==> src/rtl/arqte1_mem_loader.sv <==
// arqte1_mem_loader: byte-stream to 32-bit RAM image loader.
// Packs accepted bytes little-endian into words and writes them to
// consecutive RAM word addresses starting at BASE_ADDR.
// Optional feature macro: ARQTE1_LOADER_CHECKSUM_EN (mod-256 byte checksum).
module arqte1_mem_loader #(
   parameter int ADDR_W    = 12,
   parameter int BASE_ADDR = 0,
   parameter int LAST_ADDR = 2048
) (
   input  logic              clk,
   input  logic              reset,
   input  logic              start,
   input  logic              in_valid,
   input  logic [7:0]        in_data,
   input  logic              in_last,
   output logic              in_ready,
   output logic [ADDR_W-1:0] mem_address,
   output logic [3:0]        mem_byteenable,
   output logic              mem_chipselect,
   output logic              mem_write,
   output logic [31:0]       mem_writedata,
   output logic              mem_clken,
   output logic              busy,
   output logic              done,
   output logic              overflow,
   output logic [ADDR_W:0]   words_written,
   output logic [7:0]        checksum
);

   typedef enum logic [1:0] {
      S_IDLE,
      S_FILL,
      S_WRITE,
      S_DONE
   } state_t;

   state_t      state;
   logic [1:0]  lane;
   logic        last_seen;
   logic        accept;

   // in_ready is only ever high in FILL, so this is the byte handshake
   assign accept    = (state == S_FILL) && in_valid && in_ready;
   assign mem_clken = 1'b1;

   // Load sequencer: fill a word lane by lane, write it in one cycle, repeat
   always_ff @(posedge clk) begin
      if (reset) begin
         state          <= S_IDLE;
         lane           <= '0;
         last_seen      <= 1'b0;
         in_ready       <= 1'b0;
         mem_address    <= ADDR_W'(BASE_ADDR);
         mem_byteenable <= '0;
         mem_chipselect <= 1'b0;
         mem_write      <= 1'b0;
         mem_writedata  <= '0;
         busy           <= 1'b0;
         done           <= 1'b0;
         overflow       <= 1'b0;
         words_written  <= '0;
      end else begin
         case (state)
            S_IDLE: begin
               if (start) begin
                  state          <= S_FILL;
                  in_ready       <= 1'b1;
                  busy           <= 1'b1;
                  lane           <= '0;
                  last_seen      <= 1'b0;
                  mem_byteenable <= '0;
                  mem_writedata  <= '0;
                  mem_address    <= ADDR_W'(BASE_ADDR);
                  words_written  <= '0;
                  overflow       <= 1'b0;
               end
            end
            S_FILL: begin
               if (accept) begin
                  mem_writedata[{lane, 3'b000} +: 8] <= in_data;
                  mem_byteenable[lane]               <= 1'b1;
                  if (lane == 2'd3 || in_last) begin
                     state          <= S_WRITE;
                     in_ready       <= 1'b0;
                     mem_chipselect <= 1'b1;
                     mem_write      <= 1'b1;
                     last_seen      <= in_last;
                  end else begin
                     lane <= lane + 2'd1;
                  end
               end
            end
            S_WRITE: begin
               mem_chipselect <= 1'b0;
               mem_write      <= 1'b0;
               words_written  <= words_written + (ADDR_W + 1)'(1);
               if (last_seen) begin
                  state <= S_DONE;
                  done  <= 1'b1;
                  busy  <= 1'b0;
               end else if (mem_address == ADDR_W'(LAST_ADDR)) begin
                  state    <= S_DONE;
                  done     <= 1'b1;
                  busy     <= 1'b0;
                  overflow <= 1'b1;
               end else begin
                  state          <= S_FILL;
                  in_ready       <= 1'b1;
                  mem_address    <= mem_address + ADDR_W'(1);
                  lane           <= '0;
                  mem_byteenable <= '0;
                  mem_writedata  <= '0;
               end
            end
            S_DONE: begin
               done  <= 1'b0;
               state <= S_IDLE;
            end
            default: state <= S_IDLE;
         endcase
      end
   end

`ifdef ARQTE1_LOADER_CHECKSUM_EN
   logic [7:0] sum;
   assign checksum = sum;

   // Running mod-256 sum of accepted bytes; cleared by an accepted start
   always_ff @(posedge clk) begin
      if (reset) begin
         sum <= '0;
      end else if (state == S_IDLE && start) begin
         sum <= '0;
      end else if (accept) begin
         sum <= sum + in_data;
      end
   end
`else
   assign checksum = '0;
`endif

endmodule
==> config.mk <==
export PLATFORM = sky130hd
export DESIGN_NAME = arqte1_mem_loader
export DESIGN_NICKNAME = d
export VERILOG_FILES = /design/src/rtl/arqte1_mem_loader.sv
export SDC_FILE = /design/constraint.sdc
export NUM_CORES = 1
export LEC_CHECK = 0
export BUFFER_PORTS_ARGS = -buffer_cell sky130_fd_sc_hd__buf_2
export CAP_MARGIN = 30
export CORE_ASPECT_RATIO = 0.5
export CORE_MARGIN = 2
export CORE_UTILIZATION = 56
export DETAILED_ROUTE_END_ITERATION = 10
export GPL_ROUTABILITY_DRIVEN = 0
export PLACE_DENSITY = 0.81
export SETUP_SLACK_MARGIN = 0.02
export SYNTH_ARGS = -nofsm -noshare
export SYNTH_HDL_FRONTEND = slang
export SYNTH_SLANG_ARGS = --single-unit
==> constraint.sdc <==
create_clock -name clk -period 3.4 [get_ports clk]
set_clock_uncertainty 0.05 [all_clocks]
set_input_delay 0.34 -clock clk [delete_from_list [all_inputs] [get_ports clk]]
set_output_delay 0.34 -clock clk [all_outputs]
set_load 0.01 [all_outputs]
==> summary.md <==
| Metric | Value |
|---|---|
| Outcome | complete, but fails checks |
| Failing checks | DRC |
| Distinct cells, synth | 56 |
| Setup TNS | 0 ps |
| DP HPWL | 5.76 mm |
| HP Class | input port to flop |
| Hold Buf Count CTS | 0 |
| First-pass GRT wire length | 12.8 mm |
| Slew HR | 31.8% |
| H-tree depth | 3 |
| #FFs+latches synth | 71 |
| Worst slew pin tran | 1020 ps |
| Area share of the largest cell type after synthesis | 42.7% |
| Post-synth EDFFs | 0 |
| Starting Density | 59.3% |
| Clock-pin slew on the worst setup and hold paths | 50 ps |
| Num CTS Buffers | 9 |
| Core region area | 5610 um2 |
| Reg2Reg Depth | 5 |
| Worst skew pair latency | 340 ps |
| Seq/Total Area, Yosys | 42.7% |
| WS Path Type | flop to flop |
| Syn_area_per_cell | 8.64 um2 |
| CTS resizes | 0 |
| WP data arrival | 2570 ps |
| R2r endpoint | mem_writedata[27] |
| # Post-CTS Setup Buffers | 0 |
| Vias in the first global route | 2714 |
| Post-Syn Area | 3330 um2 |
| Most instantiated cells after synthesis | dfxtp_1 (71), a21oi_1 (49), nand2_1 (45), nor2_1 (30), nand3_1 (22) |
| Max frequency | 0.417 GHz |
| Yosys warns | 0 |
| Final Setup Violations | 0 |
| Fin cells | 532 |
| Max-cap violations | 0 |
| Peak VDD IR | 362 uV |
| Drt first pass iters | 8 |
| Die Span X | 113 um |
| Largest net degree at the start of global routing | 58 |
| Initial antenna violation count | 0 |
| Die area | 6610 um2 |
| Final Hold Vio Count | 0 |
| Min-delay src | in_data[0] |
| Cells after Synth | 385 |
| Die span in y | 58.5 um |
| CTS max path bufs | 2 |
| R2r setup slk | 1000 ps |
| Period utilization | 70.5% |
| Vias per cell | 5.92 |
| Antenna Cells | 0 |
| CP max FO | 14 |
| Io pins | 89 |
| Num rows | 19 |
| Leading area contributor after synthesis | dfxtp_1 |
| PortBufs | 79 |
| DRC violations left | 7 |
| Power per cell area | 500 nW/um2 |
| WP data required | 3580 ps |
| Sink Count | 71 |
| Slew Limit Fails | 0 |
| Area grow syn2layout | 19.4% |
| Wire length per cell | 15.3 um |
| Via count | 3149 |
| Worst hold slack | 229 ps |
| Endpoint, Worst Hold | mem_writedata[24] |
| Fill count | 458 |
| Setup crit end kind | flop |
| Final min period | 2400 ps |
| Final ANT Viol Nets | 0 |
| 1st-iter DRT viols | 198 |
| Root Buffer Master | clkbuf_16 |
| Grt ovf | 0 |
| Placed Instances | 516 |
| WL final | 8.12 mm |
| GRT Util Overall | 24.9% |
| Count leader, synth | dfxtp_1 |
| CTS tree | built |
| Reg2reg start | state[1] |
| # nets final | 474 |
| Largest cells by area after synthesis | dfxtp_1 (43%), a21oi_1 (7.4%), nand2_1 (5.1%), o2111ai_1 (4.5%), nor2_1 (3.4%) |
| RSZ-0062 raised after global routing | no |
| Static Leakage | 0.00165 uW |
| Layout cells sized above 1 | 25.3% |
| Ys flop type | dfxtp_1 |
| WHS Path Cells | 2 |
| Worst setup SP type | flop |
| FFs w/ async S/R, synth | 0% |
==> power breakdown <==
part / internal (uW) / switching [uW]
Combinational: 53.6 / 137
Sequential: 846 / 17.2
Clock: 584 / 345
Total: 1480 / 500
==> layer usage <==
layer  track usage (%)  vias to the layer above  part of all wire (%)
met5                 0                        -                     0
met4              5.05                        0                  0.92
met3              11.8                       10                   9.1
met2              38.8                      118                    45
met1              32.1                     1495                    45
li1                  -                     1526                     -
==> final cells by class <==
type | instances | area [um2] | share of cell area (%)
Inverter | 5 | 18.8 | 0.473
Sequential cell | 71 | 1420 | 35.8
Clock buffer | 12 | 246 | 6.21
Timing Repair Buffer | 81 | 410 | 10.3
Multi-Input combinational cell | 286 | 1740 | 43.7
Tap cell | 73 | 91.3 | 2.30
Clock inverter | 4 | 45.0 | 1.13
==> cell usage in the layout (no fill, tap or decap), types with 4 or more instances in the layout <==
master	instances
xor2_1	5
nand2_1	45
clkbuf_16	9
nand3_1	22
nand2b_1	4
conb_1	9
and3_1	8
o2111ai_1	17
o21ai_0	14
nor2b_1	5
inv_1	5
nor2_1	30
a22o_1	8
ha_1	7
a22oi_1	4
dfxtp_1	71
nor3_1	7
or3_1	7
buf_2	79
a21oi_1	49
==> cells by family (layout without fill, tap and decap cells) <==
logic type      count (synthesis)  count (layout)  synth area share, %
compound gates                114             114                 22.7
mux                             1               1                0.339
xor+xnor                        5               5                 1.32
other cells                     2               9                0.226
simple gates                  150             150                 24.2
flops                          71              71                 42.7
fa+ha+maj                       7               7                 2.63
buf+inv                        35             102                 5.83
==> state kept, by name, indices dropped and copies added (netlist names), 2 cells and up <==
register and count:
words_written 13, mem_writedata 32, state 2, lane 2, mem_byteenable 4, mem_address 12
==> worst max-delay path by stage <==
stage | start | endpoint | cells past startpoint
3_3_place_gp | state[1] | mem_writedata[30] | 5
3_5_place_dp | state[1] | mem_writedata[24] | 5
6_report | state[1] | mem_writedata[27] | 5
5_1_grt | state[1] | mem_writedata[11] | 5
2_1_floorplan | mem_address[0] | mem_writedata[16] | 8
4_1_cts | state[1] | mem_writedata[26] | 5
==> critical path: stages (launching register included) <==
cell,delay (ps)
dfxtp_1,550
nor2b_1,730
nand4_4,290
and2_4,270
and3_4,210
a22o_1,190
==> per-stage QoR <==
step	worst slack, ps	total power (uW)	utilization [%]	area [um2]
after floorplan	1530	1030	-	3350
after global placement	1100	1060	65.6	3680
after detailed placement	1060	1070	65.6	3680
final	1000	1980	70.8	3970
after CTS	1020	1990	70.8	3970
after global routing	772	2050	70.8	3970
Note: power is estimated with default switching activity, not from simulation.
